## src/rtl/decoder_leaf_nway.sv

```systemverilog
// decoder_leaf_nway: 1-to-N flit demux with a 1-entry input stage,
// per-port FIFOs and a select-report channel naming each dispatch target.
//
// Ports:
//   CLK, _RESET            clock, synchronous active-low reset
//   in_valid/in_ready      input flit handshake, in_data[SW-1:0] routes
//   out_valid/out_ready    per-port handshake (bit k = port k)
//   out_data               port k at [k*W +: W], flit rotated right by SW
//   s_valid/s_ready/s_data port index of every dispatched flit, in order
//   stat_cnt               saturating per-port dispatch counters, present
//                          only when DECODER_LEAF_STATS_EN is defined
//
// Parameter constraints: W > SW, N a power of 2 >= 2, DEPTH >= 1.
module decoder_leaf_nway #(
    parameter int W     = 9,
    parameter int N     = 2,
    parameter int DEPTH = 2,
    parameter int CW    = 16,
    localparam int SW   = $clog2(N)
) (
    input  logic           CLK,
    input  logic           _RESET,
    input  logic           in_valid,
    output logic           in_ready,
    input  logic [W-1:0]   in_data,
    output logic [N-1:0]   out_valid,
    input  logic [N-1:0]   out_ready,
    output logic [N*W-1:0] out_data,
    output logic           s_valid,
    input  logic           s_ready,
    output logic [SW-1:0]  s_data
`ifdef DECODER_LEAF_STATS_EN
    ,
    output logic [N*CW-1:0] stat_cnt
`endif
);

    localparam int PW   = (DEPTH > 1) ? $clog2(DEPTH) : 1;
    localparam int CNTW = $clog2(DEPTH + 1);
    localparam logic [CNTW-1:0] CNT_MAX = CNTW'(DEPTH);
    localparam logic [PW-1:0]   PTR_MAX = PW'(DEPTH - 1);

    // input stage
    logic          in_full;
    logic [W-1:0]  in_q;
    logic [SW-1:0] sel;
    logic [W-1:0]  rot;
    logic          dispatch;
    logic          in_fire;

    // select-report register
    logic          s_full;
    logic [SW-1:0] s_q;

    // per-port FIFO state
    logic [N-1:0]    fifo_full;
    logic [N-1:0]    push;
    logic [N-1:0]    pop;
    logic [W-1:0]    mem    [N][DEPTH];
    logic [PW-1:0]   wr_ptr [N];
    logic [PW-1:0]   rd_ptr [N];
    logic [CNTW-1:0] cnt    [N];

    assign sel = in_q[SW-1:0];
    // routing field moves to the top so downstream leaves see the next field
    assign rot = {in_q[SW-1:0], in_q[W-1:SW]};

    // fullness is taken from registered occupancy: a pop in the same cycle
    // does not free a slot for the held flit (no full-FIFO bypass)
    assign dispatch = in_full && !fifo_full[sel] && (!s_full || s_ready);
    assign in_ready = !in_full || dispatch;
    assign in_fire  = in_valid && in_ready;

    always_ff @(posedge CLK) begin
        if (!_RESET) begin
            in_full <= 1'b0;
            in_q    <= '0;
        end else if (in_fire) begin
            in_full <= 1'b1;
            in_q    <= in_data;
        end else if (dispatch) begin
            in_full <= 1'b0;
        end
    end

    always_ff @(posedge CLK) begin
        if (!_RESET) begin
            s_full <= 1'b0;
            s_q    <= '0;
        end else if (dispatch) begin
            s_full <= 1'b1;
            s_q    <= sel;
        end else if (s_ready) begin
            s_full <= 1'b0;
        end
    end

    assign s_valid = s_full;
    assign s_data  = s_full ? s_q : '0;

    for (genvar p = 0; p < N; p++) begin : g_port
        assign fifo_full[p] = (cnt[p] == CNT_MAX);
        assign push[p]      = dispatch && (sel == SW'(p));
        assign out_valid[p] = (cnt[p] != '0);
        assign pop[p]       = out_valid[p] && out_ready[p];
        // data is forced to zero while empty so reset leaves clean outputs
        assign out_data[p*W +: W] =
            out_valid[p] ? mem[p][rd_ptr[p]] : '0;

        always_ff @(posedge CLK) begin
            if (push[p]) begin
                mem[p][wr_ptr[p]] <= rot;
            end
        end

        always_ff @(posedge CLK) begin
            if (!_RESET) begin
                wr_ptr[p] <= '0;
                rd_ptr[p] <= '0;
                cnt[p]    <= '0;
            end else begin
                if (push[p]) begin
                    wr_ptr[p] <= (wr_ptr[p] == PTR_MAX) ?
                                 '0 : wr_ptr[p] + 1'b1;
                end
                if (pop[p]) begin
                    rd_ptr[p] <= (rd_ptr[p] == PTR_MAX) ?
                                 '0 : rd_ptr[p] + 1'b1;
                end
                unique case ({push[p], pop[p]})
                    2'b10:   cnt[p] <= cnt[p] + 1'b1;
                    2'b01:   cnt[p] <= cnt[p] - 1'b1;
                    default: cnt[p] <= cnt[p];
                endcase
            end
        end

`ifdef DECODER_LEAF_STATS_EN
        logic [CW-1:0] stat_q;

        always_ff @(posedge CLK) begin
            if (!_RESET) begin
                stat_q <= '0;
            end else if (push[p] && (stat_q != '1)) begin
                stat_q <= stat_q + 1'b1;
            end
        end

        assign stat_cnt[p*CW +: CW] = stat_q;
`endif
    end

endmodule
```

## config.mk

```make
export PLATFORM = sky130hd
export DESIGN_NAME = decoder_leaf_nway
export DESIGN_NICKNAME = d
export VERILOG_FILES = /design/src/rtl/decoder_leaf_nway.sv
export SDC_FILE = /design/constraint.sdc
export NUM_CORES = 1
export LEC_CHECK = 0
export BUFFER_PORTS_ARGS = -buffer_cell sky130_fd_sc_hd__buf_4
export CAP_MARGIN = 25
export CORE_MARGIN = 1
export CORE_UTILIZATION = 55
export DETAILED_ROUTE_END_ITERATION = 10
export HOLD_SLACK_MARGIN = 0.08
export PLACE_DENSITY = 0.78
export RECOVER_POWER = 25
export SYNTH_ARGS = -nofsm -noshare
export SYNTH_HDL_FRONTEND = slang
export SYNTH_SLANG_ARGS = --single-unit
```

## constraint.sdc

```tcl
create_clock -name CLK -period 2.3 [get_ports CLK]
set_input_delay 0.23 -clock CLK [delete_from_list [all_inputs] [get_ports CLK]]
set_output_delay 0.23 -clock CLK [all_outputs]
set_load 0.02 [all_outputs]
```

==> Word-level counts from Yosys, hierarchy flattened <==
Memories as Yosys holds them, arrays and structs flattened.
Cells that the tools add are included.
W data, S select, Z words.
{ "totals": {"reg_bits": 12, "ramBits": 44, "in_bits": 15, "wordCells": 134, "mem_count": 4} }
{ "classes": {"add_sub_neg": 8, "order_cmp": 7, "n_eq_ne": 6, "muxes": 69, "bitwise": 15, "reduce_logical": 21} }
{ "memory_table": {"columns": ["name", "depth", "word_bits", "rd", "rd_clocked_by_memory_dff", "wr", "line_no", "text"], "rows": [
  ["mem", 2, 18, 2, 0, 1, "59", "logic [W-1:0] mem [N][DEPTH];"],
  ["cnt", 2, 2, 2, 0, 2, "62", "logic [CNTW-1:0] cnt [N];"],
  ["rd_ptr", 2, 1, 2, 0, 2, "61", "logic [PW-1:0] rd_ptr [N];"],
  ["wr_ptr", 2, 1, 2, 0, 2, "60", "logic [PW-1:0] wr_ptr [N];"]
]} }
{ "op_table": {"columns": ["operator", "count"], "rows": [
  ["$mux W9", 10],
  ["$mux W18", 4],
  ["$mux W1", 47],
  ["$demux W9 S1", 2],
  ["$reduce_or A18 Y1", 1],
  ["$mux W2", 6],
  ["$or A1 B1 Y1", 10],
  ["$logic_and A1 B1 Y1", 9],
  ["$eq A2 B2 Y1 const B", 4],
  ["$ge A2 B2 Y1 const B", 4],
  ["$not A1 Y2", 4],
  ["$reduce_bool A2 Y1", 4],
  ["$add A1 B1 Y1 const B", 4],
  ["$add A2 B1 Y2 const B", 2],
  ["$eq A2 B1 Y1 const B", 2],
  ["$lt A2 B1 Y1 const B", 2],
  ["$reduce_or A2 Y1", 2],
  ["$sub A2 B1 Y2 const B", 2],
  ["$logic_not A1 Y1", 3],
  ["$logic_or A1 B1 Y1", 2],
  ["$lt A1 B2 Y1 const B", 1],
  ["$not A1 Y1", 1]
]} }

==> Longest topological paths before layout <==
{ "logic_depth": {"word_depth": 14, "mapped_depth": 9, "depth_no_buf": 8} }

==> Worst setup path before layout <==
No wires, ideal clock.
{ "synth_timing": {"path_kind": "register -> register", "start": "mem cnt[0][0] in the netlist's numbering", "end": "mem cnt[0][0] in the netlist's numbering, enable pin", "setup_ns": 0.327, "arrival_time_ns": 1.623, "t_required_ns": 1.973, "setup_slack_ns": 0.350, "stages_incl_launch_ff": 8, "synth_period_minus_slack_ns": 1.950, "path_cell_list": "edfxtp_1 -> inv_1 -> ha_1 -> clkbuf_1 -> inv_1 -> nand2_1 -> ha_1 -> o21ai_0"} }
{ "synth_lines": {"columns": ["item", "line_no"], "rows": [
  ["from (decl)", "62"]
]} }

==> metrics.md <==
| Metric | Value |
|---|---|
| Via count | 1475 |
| Maximum VDD drop | roughly 0.55 mV |
| Pwr dens | 785 mW/mm2 |
| DIE HEIGHT | 67.5 um |
| Post-DRT Antenna Nets | 0 |
| Busiest grt layer | met2 |
| Routed wire length per instance | around 15 um |
| # Post-CTS Setup Buffers | 0 |
| Tcrit/Tclk final | 90.4% |
| Grt ovf | 0 |
| Vias/cell | roughly 5.3 |
| Area contributors post-synth | edfxtp_1 (53%), dfxtp_1 (12%), mux2i_1 (8.1%), nor2_1 (3.8%), ha_1 (2.7%) |
| CTS Buf Count | 5 |
| GRT Overall Usage | 19.5% |
| Normalized max-slew margin | 45.9% |
| Iteration-0 DRC Markers | 64 |
| Placed Cells | 268 |
| Initial antenna violation count | 0 |
| Met2 Use GR | 32.9% |
| Area leader, netlist | edfxtp_1 |
| Post-DP HPWL | between 2000 and 3000 um |
| Yosys reg bits | 56 |
| Clk slew on worst S/H paths | 0.09 ns |
| Seq/Total Area, Yosys | 65.3% |
| Max Slew Vio Count | 0 |
| Syn avg cell area | 12.6 um2 |
| Max Fanout on Critical Path | 7 |
| PortBufs | 37 |
| Post-route design area | 0.00278 mm2 |
| Starting density of the core | 58.2% |
| Residual DRC count | 0 |
| Global-route wire length before repair | 6320 um |
| Compound-Gate Fraction of Synth Area | 5.30% |
| CTS Sinks | 56 |
| Syn nets | between 200 and 250 |
| Area Growth Syn to Fin | 17.7% |
| Met1 Use GR | 22.8% |
| Post-synthesis mux area share | ~8.1% |
| Post-CTS Resized | 0 |
| Post-synthesis simple-gate area fraction | 14.7% |
| IO Pins | 38 |
| Worst setup SP type | flop |
| Fillers | 296 |
| WL final | 4040 um |
| Antenna diodes | 0 |
| Final Core Density | 68.4% |
| Tightest Pin Transition | 0.812 ns |
| FP Rows | 23 |
| Fin nets | roughly 250 |
| Share of post-route cells with drive strength above 1 | 22.1% |
| CTS hold repair buffers | 0 |
| H-tree Lvls | 2 |
| Most frequent cells in the layout | edfxtp_1 (42), buf_4 (38), nor2_1 (24) |
| Cell Area, Synth | 0.00236 mm2 |
| Clock Path Buffers | 2 |
| Status | finished clean |
| Largest family of logic cells by synthesized area | simple AND/OR/NAND/NOR gates |
| Unrepaired setup endpoints after global routing | false |
| Worst skew pair latency | 0.30 ns |
| Core area | 0.00406 mm2 |
| Drt pass-1 iters | 4 |
| Cells after synthesis | 188 |
| CP Class | flop to flop |
| Number of global-route vias before repair | 1423 |
| Global placement routability congestion | approximately 0.76 |
| Die X | 67.5 um |
| Synth top area share | 53.4% |
| Worst hold-check path type | input pin to flop |
| Max-cap violations | 0 |
| XOR/XNOR Fraction of Synth Area | 0.742% |
| Post-synthesis cell type count | 33 |
| WP data arrival | a little over 2 ns |
| Routing usage on met3 | under 10% |
| Most common cell after layout, fill and taps aside | edfxtp_1 |
| CTS root buf | clkbuf_8 |
| Leak | roughly 1.1 nW |
| CTS tree | built |
| Post-DP Area | 0.00267 mm2 |
| Achievable clock frequency | approximately 480 MHz |
| Largest net degree at the start of global routing | 34 |
| Post-Synth Adder-Cell Area | 2.65% |
| Min Tclk post-route | around 2.1 ns |
| Die area | 0.00456 mm2 |
| Final non-filler cell total | 276 |
| Crit. End Element | flop |
| Total negative slack | 0 ns |
| Syn. warnings | 0 |
| # setup viols final | 0 |
| Clock skew | 0.00588 ns |
| Critical Path RT | 2.28 ns |
| Final hold violation count | 0 |
## cell families after synthesis
| group | Yosys count |
|---|---|
| simple gates | 68 |
| flops | 56 |
| compound gates | 20 |
| mux | 19 |
| buf+inv | 18 |
| fa+ha+maj | 5 |
| xor+xnor | 2 |
## cell usage after synthesis (all sizes together)
master	n
a21boi	2
nor2	25
nor3	2
nand3b	1
nand4bb	1
nand4b	1
clkbuf	6
o21ai	13
o211a	1
edfxtp	42
xnor2	2
inv	10
and4	1
and2	7
nor2b	1
o211ai	1
a21oi	1
o2111ai	1
nor3b	4
buf	2
mux2i	19
nand2	13
dfxtp	14
nand2b	3
ha	5
nand3	9
o21a	1
## per-stage QoR
step	setup slack (ns)	hold WS [ns]	total power, mW
2_1_floorplan	0.350	0.363	1.45
3_3_place_gp	0.328	0.474	1.58
3_5_place_dp	0.223	0.483	1.59
4_1_cts	0.208	0.167	2.19
5_1_grt	0.0552	0.171	2.27
6_report	0.221	0.175	2.18
## per-layer routing
| layer | wire, um | part of all wire, % |
|---|---|---|
| met1 | 1690 | 42 |
| met2 | 2070 | 51 |
| met3 | 163 | 4.0 |
| met4 | 118 | 2.9 |
| met5 | 0 | 0 |
## sequential cells by signal, indices dropped and copies added (netlist names)
name	cells
wr_ptr	2
mem	36
in_q	9
in_full	1
s_valid	1
rd_ptr	2
s_q	1
cnt	4
## worst paths after layout
| kind | from | to | slack (ns) | depth (start not counted) |
|---|---|---|---|---|
| max | cnt[1][0] | cnt[0][1] | 0.22 | 5 |
| max reg2reg | cnt[1][0] | cnt[0][1] | 0.22 | 5 |
| min reg2reg | in_q[2] | in_q[2] | 0.52 | 2 |
| min | in_data[5] | in_q[5] | 0.18 | 3 |
## critical path, cell delays in order (launching register included)
cell and delay, ns:
edfxtp_1 0.48, nand2b_1 0.18, and4_1 0.28, nor3b_4 0.27, ha_1 0.27, o21ai_0 0.29
## final cells by class
class	instances	area (um2)	area share (%)
flip-flops and latches	56	1540	55.5
multi-input cells	114	742	26.7
repair buffers	38	285	10.3
clock buffers	6	72.6	2.61
clock inverters	2	35.0	1.26
inverters	10	37.5	1.35
well taps	50	62.6	2.25
## report_power, final
group          internal, mW  total [mW]  switching, mW
registers              1.14        1.20         0.0581
logic                 0.165       0.369          0.204
clock network         0.323       0.608          0.285
Power figures use the tool's default switching activity.
